### config.mk
export PLATFORM = sky130hd
export DESIGN_NAME = dmem_access_unit
export DESIGN_NICKNAME = d
export VERILOG_FILES = /design/src/rtl/dmem_pkg.sv /design/src/rtl/dmem_align.sv /design/src/rtl/dmem_access_unit.sv
export SDC_FILE = /design/constraint.sdc
export NUM_CORES = 1
export LEC_CHECK = 0
export CAP_MARGIN = 25
export CORE_ASPECT_RATIO = 0.7
export CORE_MARGIN = 10
export CORE_UTILIZATION = 51
export CTS_BUF_LIST = sky130_fd_sc_hd__clkbuf_8
export DETAILED_ROUTE_END_ITERATION = 8
export PLACE_DENSITY = 0.84
export SYNTH_ARGS = -nofsm -noshare
export SYNTH_HDL_FRONTEND = slang
export SYNTH_SLANG_ARGS = --single-unit
### constraint.sdc
create_clock -name CLK -period 3.6 [get_ports CLK]
set_clock_uncertainty 0.05 [all_clocks]
set_input_delay 0.72 -clock CLK [delete_from_list [all_inputs] [get_ports CLK]]
set_output_delay 0.72 -clock CLK [all_outputs]
set_load 0.01 [all_outputs]
### src/rtl/dmem_pkg.sv
// rtl/dmem_pkg.sv - shared encodings and helpers for the data-memory access unit
package dmem_pkg;

    localparam logic [2:0] F3_B  = 3'd0;
    localparam logic [2:0] F3_H  = 3'd1;
    localparam logic [2:0] F3_W  = 3'd2;
    localparam logic [2:0] F3_BU = 3'd4;
    localparam logic [2:0] F3_HU = 3'd5;

    typedef enum logic [1:0] {
        ST_IDLE = 2'd0,
        ST_ACC0 = 2'd1,
        ST_ACC1 = 2'd2,
        ST_RESP = 2'd3
    } state_t;

    function automatic logic [3:0] size_mask(input logic [1:0] size);
        case (size)
            2'd0:    return 4'b0001;
            2'd1:    return 4'b0011;
            default: return 4'b1111;
        endcase
    endfunction

    function automatic logic f3_legal(input logic we, input logic [2:0] f3);
        if (we)
            return (f3 == F3_B) || (f3 == F3_H) || (f3 == F3_W);
        return (f3 == F3_B) || (f3 == F3_H) || (f3 == F3_W) ||
               (f3 == F3_BU) || (f3 == F3_HU);
    endfunction

    // An access needs a second SRAM word when its bytes run past lane 3.
    function automatic logic is_split(input logic [2:0] f3, input logic [1:0] off);
        return ((f3[1:0] == 2'd2) && (off != 2'd0)) ||
               ((f3[1:0] == 2'd1) && (off == 2'd3));
    endfunction

endpackage

### src/rtl/dmem_align.sv
// rtl/dmem_align.sv - combinational lane steering for stores and merge/extend for loads
module dmem_align
    import dmem_pkg::*;
(
    input  logic [2:0]  i_funct3,
    input  logic [1:0]  i_off,
    input  logic        i_acc1,
    input  logic [31:0] i_wdata,
    input  logic [31:0] i_first,
    input  logic [31:0] i_second,
    output logic [3:0]  o_be,
    output logic [31:0] o_di,
    output logic [31:0] o_rdata
);

    logic [7:0]  w_mask8;
    logic [63:0] w_di64;
    logic [63:0] w_merged64;
    logic [31:0] w_merged;

    // The upper half of each 64-bit shift is exactly what spills into the next word.
    assign w_mask8    = {4'b0000, size_mask(i_funct3[1:0])} << i_off;
    assign w_di64     = {32'h0, i_wdata} << {i_off, 3'b000};
    assign w_merged64 = {i_second, i_first} >> {i_off, 3'b000};
    assign w_merged   = w_merged64[31:0];

    assign o_be = i_acc1 ? w_mask8[7:4] : w_mask8[3:0];
    assign o_di = i_acc1 ? w_di64[63:32] : w_di64[31:0];

    always_comb begin
        o_rdata = w_merged;
        case (i_funct3)
            F3_B:    o_rdata = {{24{w_merged[7]}}, w_merged[7:0]};
            F3_H:    o_rdata = {{16{w_merged[15]}}, w_merged[15:0]};
            F3_BU:   o_rdata = {24'h0, w_merged[7:0]};
            F3_HU:   o_rdata = {16'h0, w_merged[15:0]};
            default: o_rdata = w_merged;
        endcase
    end

endmodule

### src/rtl/dmem_access_unit.sv
// rtl/dmem_access_unit.sv - RV32 load/store front-end driving a single-port data SRAM
module dmem_access_unit
    import dmem_pkg::*;
#(
    parameter int AWIDTH = 12,
    parameter int SIZE   = 4096
) (
    input  logic              CLK,
    input  logic              RST,
    input  logic              REQ_VALID,
    output logic              REQ_READY,
    input  logic              REQ_WE,
    input  logic [2:0]        REQ_FUNCT3,
    input  logic [31:0]       REQ_ADDR,
    input  logic [31:0]       REQ_WDATA,
    output logic              RSP_VALID,
    output logic [31:0]       RSP_RDATA,
    output logic              RSP_ERR,
    output logic              MEM_CSN,
    output logic              MEM_WEN,
    output logic [3:0]        MEM_BE,
    output logic [AWIDTH-1:0] MEM_ADDR,
    output logic [31:0]       MEM_DI,
    input  logic [31:0]       MEM_DOUT
);

    localparam logic [AWIDTH-1:0] LAST_WORD = AWIDTH'(SIZE - 1);

    state_t            r_state;
    state_t            w_next;
    logic              r_we;
    logic [2:0]        r_f3;
    logic [1:0]        r_off;
    logic [AWIDTH-1:0] r_word;
    logic [31:0]       r_wdata;
    logic [31:0]       r_first;
    logic [31:0]       r_rdata;
    logic              r_err;

    logic              w_accept;
    logic              w_req_legal;
    logic              w_split;
    logic              w_acc1;
    logic [AWIDTH-1:0] w_word_next;
    logic [3:0]        w_be;
    logic [31:0]       w_di;
    logic [31:0]       w_load;
    logic              w_unused_addr;

    assign w_unused_addr = ^REQ_ADDR[31:AWIDTH+2];

    assign REQ_READY   = !RST && ((r_state == ST_IDLE) || (r_state == ST_RESP));
    assign w_accept    = REQ_VALID && REQ_READY;
    assign w_req_legal = f3_legal(REQ_WE, REQ_FUNCT3);
    assign w_split     = is_split(r_f3, r_off);
    assign w_acc1      = (r_state == ST_ACC1);
    assign w_word_next = (r_word == LAST_WORD) ? '0 : r_word + 1'b1;

    dmem_align u_align (
        .i_funct3 (r_f3),
        .i_off    (r_off),
        .i_acc1   (w_acc1),
        .i_wdata  (r_wdata),
        .i_first  (w_acc1 ? r_first : MEM_DOUT),
        .i_second (MEM_DOUT),
        .o_be     (w_be),
        .o_di     (w_di),
        .o_rdata  (w_load)
    );

    always_ff @(posedge CLK) begin
        if (RST) r_state <= ST_IDLE;
        else     r_state <= w_next;
    end

    always_comb begin
        w_next = r_state;
        case (r_state)
            ST_IDLE, ST_RESP: begin
                if (w_accept) w_next = w_req_legal ? ST_ACC0 : ST_RESP;
                else          w_next = ST_IDLE;
            end
            ST_ACC0: w_next = w_split ? ST_ACC1 : ST_RESP;
            ST_ACC1: w_next = ST_RESP;
            default: w_next = ST_IDLE;
        endcase
    end

    // RST masks the strobes immediately so a pending ACC1 write cannot reach its negedge.
    always_comb begin
        MEM_CSN   = 1'b1;
        MEM_WEN   = 1'b1;
        MEM_BE    = 4'b0000;
        MEM_ADDR  = '0;
        MEM_DI    = 32'h0;
        RSP_VALID = 1'b0;
        case (r_state)
            ST_ACC0, ST_ACC1: begin
                MEM_CSN  = RST;
                MEM_WEN  = RST || !r_we;
                MEM_ADDR = w_acc1 ? w_word_next : r_word;
                if (r_we) begin
                    MEM_BE = w_be;
                    MEM_DI = w_di;
                end
            end
            ST_RESP: RSP_VALID = !RST;
            default: ;
        endcase
    end

    always_ff @(posedge CLK) begin
        if (RST) begin
            r_we    <= 1'b0;
            r_f3    <= 3'd0;
            r_off   <= 2'd0;
            r_word  <= '0;
            r_wdata <= 32'h0;
            r_first <= 32'h0;
            r_rdata <= 32'h0;
            r_err   <= 1'b0;
        end else begin
            if (w_accept) begin
                r_we    <= REQ_WE;
                r_f3    <= REQ_FUNCT3;
                r_off   <= REQ_ADDR[1:0];
                r_word  <= REQ_ADDR[AWIDTH+1:2];
                r_wdata <= REQ_WDATA;
                r_rdata <= 32'h0;
                r_err   <= !w_req_legal;
            end
            if (r_state == ST_ACC0) r_first <= MEM_DOUT;
            if (!r_we && (((r_state == ST_ACC0) && !w_split) || w_acc1))
                r_rdata <= w_load;
        end
    end

    assign RSP_RDATA = r_rdata;
    assign RSP_ERR   = r_err;

endmodule

==> results of run 1 <==
-- metal layers --
| layer | vias to the layer above | share of wire (%) |
|---|---|---|
| met2 | 327 | 43 |
| met1 | 3214 | 45 |
| met3 | 27 | 11 |
| li1 | 3274 | - |
| met4 | 4 | 1.0 |
| met5 | - | 0.12 |
-- layout by cell type (no fill, tap or decap), drive strengths merged, types with 3 or more instances in the layout --
cell type      Yosys  final
nor2b             10     10
nor3               9      9
and2              10     10
nand2            156    156
a22oi             14     14
nor2              93     93
mux2i             81     81
mux4              11     11
nand3b            54     54
nand2b             8      8
clkinvlp           0      3
bufinv             0      3
nand3             14     14
clkinv             1      8
clkdlybuf4s50      0    168
a32oi              3      3
ha                 5      5
dfxtp            117    117
or2                4      4
a221o              5      5
a21oi             51     51
buf               28     27
a211oi            30     30
a22o               7      7
clkbuf            46     17
o2111ai            7      7
mux2              18     18
xor2               8      8
and3               3      3
inv               12     14
o21ai             26     26
-- power groups by stage --
stage               registers [µW]  logic [µW]  clock network, µW
floorplan                     1790        1430                  0
global placement              1830        2240                  0
detailed placement            1840        2300                  0
CTS                           1810        2310               1290
global route                  1840        2560               1350
finish                        1810        2360               1280
-- registers in the layout (all words and copies together), names as in the netlist --
signal / count
RSP_RDATA: 32
r_f3: 3
RSP_ERR: 1
r_we: 1
r_word: 12
r_wdata: 32
r_state: 2
r_off: 2
r_first: 32
-- layout make-up --
cell class | instances | area, µm² | share of cell area, %
antenna | 1 | 2.50 | 0.0272
clock buffer | 17 | 234 | 2.55
clock inverter | 15 | 181 | 1.97
inverter | 13 | 52.6 | 0.572
multi-input combinational | 649 | 4210 | 45.8
sequential | 117 | 2350 | 25.6
tap | 185 | 231 | 2.52
timing repair buffer | 195 | 1930 | 21.0
-- final timing paths --
check        startpoint       endpoint  depth (start not counted)
max          r_state[0]      MEM_BE[1]                          6
min             RSP_ERR        RSP_ERR                          2
max reg2reg  r_state[0]  RSP_RDATA[21]                          9
min reg2reg     RSP_ERR        RSP_ERR                          2
-- stage by stage --
stage / util, % / area [µm²]
2_1_floorplan: - / 6870
3_3_place_gp: 66.1 / 8710
3_5_place_dp: 66.2 / 8730
4_1_cts: 69.4 / 9150
5_1_grt: 69.7 / 9190
6_report: 69.7 / 9190
-- critical path, cell delays in order, from the launching register on --
cell	delay, ps
sky130_fd_sc_hd__dfxtp_1	380
sky130_fd_sc_hd__inv_1	80
sky130_fd_sc_hd__ha_1	290
sky130_fd_sc_hd__nor2_1	490
sky130_fd_sc_hd__o21ai_0	170
sky130_fd_sc_hd__a21oi_1	280
sky130_fd_sc_hd__clkdlybuf4s50_1	600
-- timing repair --
item	in CTS	in global routing
setup endpoints to repair	1	10
endpoints found under the hold margin	0	0
gates resized for setup	1	4
buffers inserted	0	1
-- kinds of logic after synthesis --
family          Yosys count
buf+inv                  87
xor+xnor                 10
simple gates            366
mux                     110
compound gates          158
fa+ha+maj                 5
flops                   117
==> results.env, run 1 <==
TIMING.FINAL.CRIT_SHARE_PCT=96.6
DIE_H_UM=117
WIRE_PER_INST_UM=19.3
DRT_PASS1_ITERATIONS=7
START_UTIL_PCT=52.1
SYNTH_COMMONEST_CELLS='sky130_fd_sc_hd__nand2_1, sky130_fd_sc_hd__dfxtp_1, sky130_fd_sc_hd__nor2_1'
AVG_SYNTHESIZED_CELL_AREA_UM2=8.06
GR-USAGE-MET3_PCT=8.70
FILLER_CELL_COUNT=1063
WORSTPATHARRIVAL_PS=2710
SYNTH_TOP_CELL_AREA_SHARE_PCT=34.1
WORST_EP_REQUIRED_TIME_PS=2830
FRACTION_OF_LAYOUT_INSTANCES_USING_A_DRIVE_STRENGTH_ABOVE_1_PCT=10.4
POWER.SWITCHING_uW=2130
MAX-CAP-VIOLATIONS=0
ANTENNA_VIOLATING_NETS_POST_ROUTE=0
SYNTH_COMPOUND_AREA_SHARE_PCT=15.4
POSTCTSHOLDBUFS=0
P_INT_uW=3320
FINAL_NETS=1101
CTS.SINK_COUNT=117
DP_CELLS=1158
WORSTMARGINPINSLEW_PS=608
VIAS_PER_CELL=5.74
GRT_FIRST_PASS_WIRELENGTH_UM=35500
CTS-ROOT-BUF='sky130_fd_sc_hd__clkbuf_8'
CRITICALPATHCATEGORY='reg2out'
SYNTH_AREA_UM2=6870
DIE_WIDTH_UM=159
VIAS=6846
SYN-NUM-NETS=961
DOMINANTREGCELLSYNTH='sky130_fd_sc_hd__dfxtp_1'
SYNTH-SEQ-AREA-SHARE_PCT=34.1
NUMBER_OF_BUFFERS_ADDED_BY_THE_CLOCK_TREE_SYNTHESIS_STEP=17
SYNTHTOLAYOUTAREAGROWTH_PCT=33.7
DRV_SLEW=0
GRT_BUSIEST_LAYER='met2'
POWER.SHARE.SEQUENTIAL_PCT=33.2
POWER.STATIC_LEAKAGE_uW=0.00342
VIAS_IN_THE_FIRST_GLOBAL_ROUTE=6564
ASYNC_FLOP_SHARE_PCT=0
DIE_AREA_UM2=18600
HOLD_CLASS='reg2reg'
POST_SYNTH_AND_OR_NAND_NOR_AREA_FRACTION_PCT=25.0
OUTCOME='complete, no violations'
DRT_WL_TOTAL_UM=22900
CRITPATHCAPTURETYPE='output pin'
YOSYS.AREA_SHARE.XOR_XNOR_PCT=1.27
OVERFLOW=0
FINALSETUPTNS_PS=0
SWITCHING_SHARE_PCT=39.2
POSTSYNTHCELLCOUNT=853
PIN_COUNT=188
PATH_MAX_FANOUT=7
GRT_MAX_DEGREE=44
HOLD_VIOL_FINAL=0
DP_HPWL_UM=16400
YOSYS_WARNINGS=0
MAX-VDD-IR-DROP_V=0.000302
IO_BUFFER_COUNT=169
POWER_DENSITY_nW_PER_UM2=593
SYNTHDOMINANTAREACELLTYPE='sky130_fd_sc_hd__dfxtp_1'
SYNTH-EDFF-COUNT=0
SYNTH-ADDER-AREA-SHARE_PCT=0.910
SYNTH_TOP_FAMILY_BY_AREA='simple AND/OR/NAND/NOR gates'
FMAXACHIEVABLE_GHz=0.288
MAX_SLEW_HEADROOM_PCT=59.5
STD_CELL_ROWS=35
ROUTE.DETAILED.DRC=0
POWER.COMBINATIONAL.FRACTION_PCT=43.4
SYNTHMOSTINSTANTIATEDCELL='sky130_fd_sc_hd__nand2_1'
FINALWEIGHTEDCONGESTION=0.878
GLOBAL_ROUTE.USAGE.MET1_PCT=31.5
SHARE_OF_SYNTHESIZED_AREA_SPENT_ON_MULTIPLEXERS_PCT=18.3
GRT_SETUP_UNREPAIRED='false'
CRIT_PATH_TIME_FINAL_PS=3480
SYNTH-SEQ-CELLS=117
CTS_TREE='yes'
CLKTRANSATPATHREGS_PS=70
SYNTHTOPCELLSBYAREA='sky130_fd_sc_hd__dfxtp_1, sky130_fd_sc_hd__mux2i_1, sky130_fd_sc_hd__nand2_1, sky130_fd_sc_hd__nand3b_1, sky130_fd_sc_hd__nor2_1'
CORE_REGION_AREA_UM2=13200
FIN_WS_PS=123
YOSYS.CELL_TYPES.COUNT=49
POST-PLACE-WS_PS=480
STARTPOINT_TYPE='flip-flop'
POST-LAYOUT-TOTAL-POWER_uW=5450
CTS_BUFFER_DEPTH=2
FIN_CELLS=1192
CLOCK_POWER_SHARE_PCT=23.4
GROUTE.LAYER.MET2.USAGE_PCT=35.2
GRT_ANTENNA_BEFORE_REPAIR=3
WORST-R2R-SETUP-SLACK_PS=540
CLK_LATENCY_PS=430
SETUP-VIOLATIONS-FINAL=0
CLOCK_TREE.HTREE_LEVEL_COUNT=4
TRACK_USAGE_PCT=23.6
DETAILEDROUTE.FIRSTITERATIONVIOLATIONS=751
TIMING.HOLD.WS_PS=412
(Power assumes the default switching activity.)
==> run 2: changes to the inputs <==
--- a/config.mk
+++ b/config.mk
@@ -10,6 +10,7 @@
 export CORE_MARGIN = 10
 export CORE_UTILIZATION = 51
 export CTS_BUF_LIST = sky130_fd_sc_hd__clkbuf_8
+export CTS_CLUSTER_DIAMETER = 30
 export DETAILED_ROUTE_END_ITERATION = 8
 export PLACE_DENSITY = 0.84
 export SYNTH_ARGS = -nofsm -noshare
==> results of run 2 <==
No change in the layout: final DEF, timing and power equal those of run 1.
